[src/rtl/fir_mac_sequencer.sv]
// fir_mac_sequencer
// Time-multiplexed FIR controller driving one external combinational
// multiply-accumulate unit. Owns the sample delay line, the coefficient file
// and the accumulator; runs TAPS MAC cycles per accepted input sample.
// Build option: define FIR_SAT_EN to saturate the scaled result to the signed
// OUTBITS range; otherwise the scaled result wraps (low OUTBITS bits kept).
`timescale 1ns/1ps

module fir_mac_sequencer #(
    parameter int TAPS     = 5,
    parameter int SHIFT    = 15,
    parameter int DATABITS = 16,
    parameter int OUTBITS  = DATABITS,
    parameter int ACCBITS  = 16 + DATABITS + $clog2(TAPS),
    localparam int AW      = $clog2(TAPS)
) (
    input  logic                       clk,
    input  logic                       rst_n,
    input  logic                       in_valid,
    output logic                       in_ready,
    input  logic signed [DATABITS-1:0] in_data,
    input  logic                       coef_we,
    input  logic        [AW-1:0]       coef_addr,
    input  logic signed [15:0]         coef_data,
    output logic signed [15:0]         mac_c,
    output logic signed [DATABITS-1:0] mac_d,
    output logic signed [ACCBITS-1:0]  mac_acc,
    input  logic signed [ACCBITS-1:0]  mac_sum,
    output logic                       out_valid,
    input  logic                       out_ready,
    output logic signed [OUTBITS-1:0]  out_data,
    output logic                       busy
);

    typedef enum logic [1:0] {
        IDLE = 2'd0,
        RUN  = 2'd1,
        DONE = 2'd2
    } state_t;

    localparam logic [AW-1:0] LAST_TAP = AW'(TAPS - 1);

    state_t                       state;
    logic        [AW-1:0]         k;
    logic        [AW-1:0]         newest;
    logic        [AW-1:0]         wr_ptr;
    logic signed [ACCBITS-1:0]    acc;
    logic signed [DATABITS-1:0]   delay [TAPS];
    logic signed [15:0]           coef  [TAPS];

    logic                         in_fire;
    logic                         coef_wr_ok;
    logic        [AW-1:0]         rd_idx;
    logic        [AW-1:0]         wr_ptr_next;
    logic signed [OUTBITS-1:0]    out_next;

    // in_ready is a registered copy of (state == IDLE), so this is the handshake.
    assign in_fire     = in_valid && in_ready;
    assign wr_ptr_next = (wr_ptr == LAST_TAP) ? '0 : wr_ptr + 1'b1;

    // Coefficient writes land only while idle (including the handshake cycle)
    // and only for in-range addresses.
    assign coef_wr_ok  = coef_we && (state == IDLE)
                         && ({1'b0, coef_addr} < (AW+1)'(TAPS));

    // Tap read index (newest - k) mod TAPS, plus the MAC operand drive.
    always_comb begin
        // NOTE: every always_comb output gets a default first so no path leaves
        // it unassigned; a missing default would infer a latch.
        rd_idx  = newest - k + ((newest < k) ? AW'(TAPS) : '0);
        mac_c   = '0;
        mac_d   = '0;
        mac_acc = '0;
        if (state == RUN) begin
            mac_c   = coef[k];
            mac_d   = delay[rd_idx];
            mac_acc = acc;
        end
    end

    // Scale the final accumulator: arithmetic shift, then saturate or wrap.
`ifdef FIR_SAT_EN
    localparam logic signed [ACCBITS-1:0] OUT_MAX =
        ACCBITS'($signed({1'b0, {(OUTBITS-1){1'b1}}}));
    localparam logic signed [ACCBITS-1:0] OUT_MIN =
        ACCBITS'($signed({1'b1, {(OUTBITS-1){1'b0}}}));
    logic signed [ACCBITS-1:0] shifted;

    always_comb begin
        shifted = mac_sum >>> SHIFT;
        if (shifted > OUT_MAX) begin
            out_next = OUT_MAX[OUTBITS-1:0];
        end else if (shifted < OUT_MIN) begin
            out_next = OUT_MIN[OUTBITS-1:0];
        end else begin
            out_next = shifted[OUTBITS-1:0];
        end
    end
`else
    always_comb begin
        out_next = OUTBITS'(mac_sum >>> SHIFT);
    end
`endif

    // Sample delay line: the accepted sample overwrites the oldest slot.
    always_ff @(posedge clk or negedge rst_n) begin
        // NOTE: this memory is deliberately reset; a reset must flush stale
        // history so the next output starts from an all-zero window.
        if (!rst_n) begin
            for (int i = 0; i < TAPS; i++) begin
                delay[i] <= '0;
            end
        end else if (in_fire) begin
            delay[wr_ptr] <= in_data;
        end
    end

    // Coefficient register file, cleared on reset.
    always_ff @(posedge clk or negedge rst_n) begin
        if (!rst_n) begin
            for (int i = 0; i < TAPS; i++) begin
                coef[i] <= '0;
            end
        end else if (coef_wr_ok) begin
            coef[coef_addr] <= coef_data;
        end
    end

    // Control FSM with registered handshake/status outputs and accumulator.
    always_ff @(posedge clk or negedge rst_n) begin
        // NOTE: sequential state uses non-blocking assignments only, so every
        // register samples pre-edge values regardless of statement order.
        if (!rst_n) begin
            state     <= IDLE;
            k         <= '0;
            newest    <= '0;
            wr_ptr    <= '0;
            acc       <= '0;
            out_data  <= '0;
            out_valid <= 1'b0;
            in_ready  <= 1'b1;
            busy      <= 1'b0;
        end else begin
            case (state)
                IDLE: begin
                    if (in_fire) begin
                        newest   <= wr_ptr;
                        wr_ptr   <= wr_ptr_next;
                        acc      <= '0;
                        k        <= '0;
                        in_ready <= 1'b0;
                        busy     <= 1'b1;
                        state    <= RUN;
                    end
                end
                RUN: begin
                    acc <= mac_sum;
                    if (k == LAST_TAP) begin
                        out_data  <= out_next;
                        out_valid <= 1'b1;
                        state     <= DONE;
                    end else begin
                        k <= k + 1'b1;
                    end
                end
                DONE: begin
                    if (out_ready) begin
                        out_valid <= 1'b0;
                        busy      <= 1'b0;
                        in_ready  <= 1'b1;
                        state     <= IDLE;
                    end
                end
                default: begin
                    state <= IDLE;
                end
            endcase
        end
    end

endmodule

[config.mk]
export PLATFORM = sky130hd
export DESIGN_NAME = fir_mac_sequencer
export DESIGN_NICKNAME = d
export VERILOG_FILES = /design/src/rtl/fir_mac_sequencer.sv
export SDC_FILE = /design/constraint.sdc
export NUM_CORES = 1
export LEC_CHECK = 0
export ABC_AREA = 1
export CORE_MARGIN = 4
export CORE_UTILIZATION = 35
export CTS_BUF_LIST = sky130_fd_sc_hd__clkbuf_8 sky130_fd_sc_hd__clkbuf_16
export DETAILED_ROUTE_END_ITERATION = 12
export GPL_ROUTABILITY_DRIVEN = 0
export HOLD_SLACK_MARGIN = 0.12
export PLACE_DENSITY = 0.53
export SYNTH_ARGS = -nofsm -noshare
export SYNTH_HDL_FRONTEND = slang
export SYNTH_SLANG_ARGS = --single-unit
[constraint.sdc]
create_clock -name clk -period 6.8 [get_ports clk]
set_input_delay 1.36 -clock clk [delete_from_list [all_inputs] [get_ports clk]]
set_output_delay 1.36 -clock clk [all_outputs]
set_load 0.01 [all_outputs]
# Word-level counts from Yosys, hierarchy flattened
# Cells that the tools add are included.
# Widths: inputs -> output; s select.
word_totals:
  output_inout_bits: 86
  input_bits: 75
  elab_cells: 93
  regBits: 225
classes:
  n_addsub: 4
  bitwise_logic: 4
  muxes: 34
  n_eq_ne: 8
  reduce_logical: 16
  order_cmp: 8
ops:
  columns: ["op", "n"]
  rows:
  - ["$bwmux 80", 2]
  - ["$mux 16", 8]
  - ["$bmux 16 s3", 2]
  - ["$demux 16 s3", 2]
  - ["$mux 35", 2]
  - ["$pmux 35 s2", 1]
  - ["$ge 4x4->1 const B", 4]
  - ["$not 3->4", 4]
  - ["$mux 3", 4]
  - ["$reduce_and 3->1", 4]
  - ["$lt 4x1->1 const B", 2]
  - ["$add 3x1->3 const B", 2]
  - ["$eq 3x3->1 const B", 2]
  - ["$mux 2", 3]
  - ["$ne 2x2->1 const B", 3]
  - ["$pmux 1 s2", 3]
  - ["$pmux 2 s3", 1]
  - ["$pmux 3 s2", 1]
  - ["$reduce_and 2->1", 3]
  - ["$reduce_bool 2->1", 3]
  - ["$logic_and 1x1->1", 5]
  - ["$mux 1", 5]
  - ["$add 3x3->3", 1]
  - ["$lt 3x3->1", 1]
  - ["6 further kinds", 6]

# Longest topological paths before layout
logic_depth:
  depth_word: 8
  mapped_depth: 21
  mapped_depth_nobuf: 18

# Worst setup path after synthesis
# OpenSTA, ideal clock, no wires.
synth_path:
  kind: "flip-flop to output port"
  from: "register k[2]"
  to: "output mac_d[10]"
  required_ns: 5.440
  path_slack_ns: 2.130
  path_buffers: 4
  path_stages_with_launch: 20
  t_arrival_ns: 3.310
  cell_sequence: "dfrtp_1 inv_1 clkbuf_1 clkbuf_1 ha_1 a21oi_1 nand2_1 ha_1 inv_1 ha_1 inv_1 fa_1 buf_2 inv_1 buf_2 nand3_1 nand2_1 nand3_1 nand2_1 nor2_1"
synth_between:
  elab_chain_len: 8
  elab_cells_between_ends: 9
  classes_between: "add/sub (2); order compare (1); mux (5); bitwise (1)"
synth_rtl:
  columns: ["item", "line", "text"]
  rows:
  - ["start: declaration", "44", "logic [AW-1:0] k;"]
  - ["start signal: assignment", "163", "k <= k + 1'b1;"]
  - ["$lt 3x3->1", "70", "rd_idx = newest - k + ((newest < k) ? AW'(TAPS) : '0);"]
  - ["$mux 3", "70", null]
  - ["$add 3x3->3 *", "70", null]
  - ["$not 3->4 (not written as such) *", "76", "mac_d = delay[rd_idx];"]
  - ["$bmux 16 s3 *", "76", null]
  - ["$mux 16 (not written as such) * (2 in a row)", "76", null]
  - ["$mux 16 *", "74", "if (state == RUN) begin"]
  - ["end: declaration", "26", "output logic signed [DATABITS-1:0] mac_d,"]
# Mark *: on every way between the ends. The rest lies on a longest branch, timed or not. The select of a mux whose other input is x is not followed.

# Worst setup path after layout
layout_path:
  from: "register k[1]"
  to: "output mac_d[8]"
# The elaborated chain is that of the path after synthesis.

==> results_dict.tcl <==
set metrics [dict create \
    status "finished clean" \
    holdWs_ns 0.478 \
    vdd_ir_drop_max_v 0.000169 \
    synth_flop_cell "dfrtp_1" \
    grt_remaining_overflow 0 \
    cp_slowest_cell "nand3_1" \
    die_area_um2 32000 \
    finalClockSkew_ns 0.00997 \
    period_minus_slack_ns 5.97 \
    synth_compound_area_share_pct 15.6 \
    worstPathCellList "buf_4, inv_1, ha_1, nand2_1, inv_1, nand2_1, nand2_1, ha_1, inv_1, ha_1, inv_1, fa_1, nand2_1, nand3_1, buf_4, a21oi_1, nor2_1, clkdlybuf4s50_1" \
    grt_pass1_wl_um 45900 \
    gr-usage-all-layers_pct 17.6 \
    cts_setup_buffers 0 \
    rsz0062_at_grt "false" \
    cp_num_buf_inv 7 \
    dieWidth_um 179 \
    cts_sinks 225 \
    drc 0 \
    p_clk_share_pct 45.6 \
    antenna_found_initial 1 \
    relSlewSlack_pct 27.3 \
    final_cell_mix "nand2_1, dfrtp_1, o21ai_0" \
    post-route-period-util_pct 87.9 \
    fillerInstances 2901 \
    hold_viol 0 \
    cts_buffer_depth 3 \
    initial_core_util_pct 35.5 \
    cts_inserted_buffers 27 \
    synth_fa_ha_area_share_pct 1.17 \
    syn2layout_area_growth_pct 27.3 \
    grt_max_degree 114 \
    switching_share_pct 23.0 \
    yosysUniqueCellTypes 23 \
    worst_path_largest_cell_delay_ns 0.70 \
    p_per_area_nw_per_um2 240 \
    synth_top_area_share_pct 54.8 \
    fmax_mhz 167 \
    combPwrFrac_pct 6.7 \
    detail-route-antenna-nets 0 \
    grt_pass1_vias 8470 \
    synth_edf_count 0 \
    hold_class "reg2reg" \
    syn_inst 1267 \
    cts_root_buffer "clkbuf_16" \
    synth.net_count 1351 \
    critPathTopFamily "buffers and inverters" \
    dp_hpwl_um 17900 \
    p_leak_nw 5.79 \
    ios 161 \
    cp-end-kind "output pin" \
    p_int_w 0.00241 \
    fin_util_pct 45.2 \
    wl_per_cell_um 15.5 \
    drv_slew 0 \
    path_clk_slew_ns 0.06 \
    finalPower_w 0.00312 \
    crit_path_max_fanout 22 \
    ys_seq_area_share_pct 55.1 \
    fin_setup_tns_ns 0 \
    ys_top_cells_by_area "dfrtp_1, nand2_1, o21ai_0" \
    cts-htree-levels 1 \
    muxShareOfSynthArea_pct 0 \
    drtPass1Iterations 5 \
    yosys.area_share.simple_pct 20.3 \
    drive_gt1_share_pct 5.16 \
    postSynth.asyncResetShare_pct 100 \
    worstPathArrival_ns 4.61 \
    cts_tree "done" \
    portBuffers 160 \
    pwr-share-seq_pct 47.7 \
    p_sw_w 0.000719 \
    coreArea_um2 28800 \
    via_per_inst 4.79 \
    avgSynthCellArea_um2 8.07 \
    cts_resized 0 \
    yosysWarnings 0 \
    synth_top_family_by_area "simple AND/OR/NAND/NOR gates" \
    fp.dieH_um 179 \
    synth-xor-area-share_pct 0 \
    hold_buffers 0 \
    worst_pin_slew_ns 1.09 \
    layout.nets 1480 \
    setup_violations 0 \
    drt-initial-drc-count 713 \
    clk_latency_ns 0.52 \
    maxCapViolCount 0 \
    setup.worst_path.class "reg2out" \
    cp-start-kind "register" \
    ys_ff_latch 225 \
    routed_wl_um 27900 \
    final_common_cell "nand2_1" \
    crit_required_ns 5.44 \
    syn_area_um2 10200 \
    vias 8613 \
    yosysTopAreaCell "dfrtp_1" \
    num_rows 62 \
]
-- final timing paths --
| check | start | endpoint | slack, ns | cells past startpoint |
|---|---|---|---|---|
| worst max-delay path | k[1]$_DFFE_PN0P_ | mac_d[8] | 0.83 | 18 |
| worst max register to register | state[1]$_DFFE_PN0P_ | acc[26]$_DFFE_PN0P_ | 3.97 | 6 |
| max in group asynchronous | rst_n | delay[40]$_DFFE_PN0P_ | 4.51 | 2 |
| min in group asynchronous | rst_n | coef[9]$_DFFE_PN0P_ | 0.87 | 1 |
| worst min register to register | coef[39]$_DFFE_PN0P_ | coef[39]$_DFFE_PN0P_ | 0.48 | 2 |
| worst min-delay path | coef[39]$_DFFE_PN0P_ | coef[39]$_DFFE_PN0P_ | 0.48 | 2 |
-- stage by stage --
| step | worst slack (ns) | area [um2] | cells |
|---|---|---|---|
| 2_1_floorplan | 2.13 | 10200 | 1267 |
| 3_3_place_gp | 1.51 | 12100 | 1751 |
| 3_5_place_dp | 1.43 | 12100 | 1751 |
| 4_1_cts | 0.847 | 13000 | 1799 |
| 5_1_grt | 0.379 | 13000 | 1800 |
| 6_report | 0.825 | 13000 | 1800 |
-- cell usage after synthesis (7+ instances only) --
cell type,number
clkbuf_1,35
o21ai_0,221
nand2_1,354
o22ai_1,32
o21ai_1,13
inv_1,127
buf_1,7
buf_2,30
nand3_1,54
nor2_1,108
ha_1,8
dfrtp_1,224
a21oi_1,38
-- power by group through the flow --
stage / registers (W) / clock network [W] / logic (W)
after floorplan: 0.00150 / 0 / 0.000117
after global placement: 0.00151 / 0 / 0.000210
after detailed placement: 0.00151 / 0 / 0.000214
after CTS: 0.00149 / 0.00146 / 0.000214
after global routing: 0.00150 / 0.00152 / 0.000248
final: 0.00149 / 0.00143 / 0.000209
-- sequential cells by signal, summed over array words and instances, names as in the netlist --
signal / flops
k: 3
state: 2
wr_ptr: 3
newest: 3
acc: 35
out_valid: 1
in_ready: 1
busy: 1
out_data: 16
delay: 80
coef: 80
-- tightest hold or removal path, stage by stage, from the launching register on --
cell	delay, ns
dfrtp_1	0.34
nand2_1	0.05
o21ai_0	0.06
-- cells by family after synthesis --
family / after synthesis
and+or+nand+nor: 523
AOI/OAI and AO/OA: 307
buffers and inverters: 203
adders and majority gates: 9
DFF: 225
-- area by class of cell --
cell class,count,area [um2],share of cell area [%]
flip-flops and latches,225,5630,43.3
multi-input cells,839,3800,29.2
repair buffers,176,1730,13.3
clock buffers,37,813,6.25
well taps,384,480,3.69
inverters,127,477,3.66
clock inverters,11,85.1,0.654
diodes,1,2.50,0.0192
-- metal layers --
layer / global-route usage [%] / share of wire, % / wire, um
met5: 0 / 0 / 0
met1: 26.0 / 49 / 13600
met3: 2.74 / 4.4 / 1230
met4: 3.55 / 1.5 / 406
met2: 27.7 / 45 / 12600
Note: power is estimated with default switching activity, not from simulation.
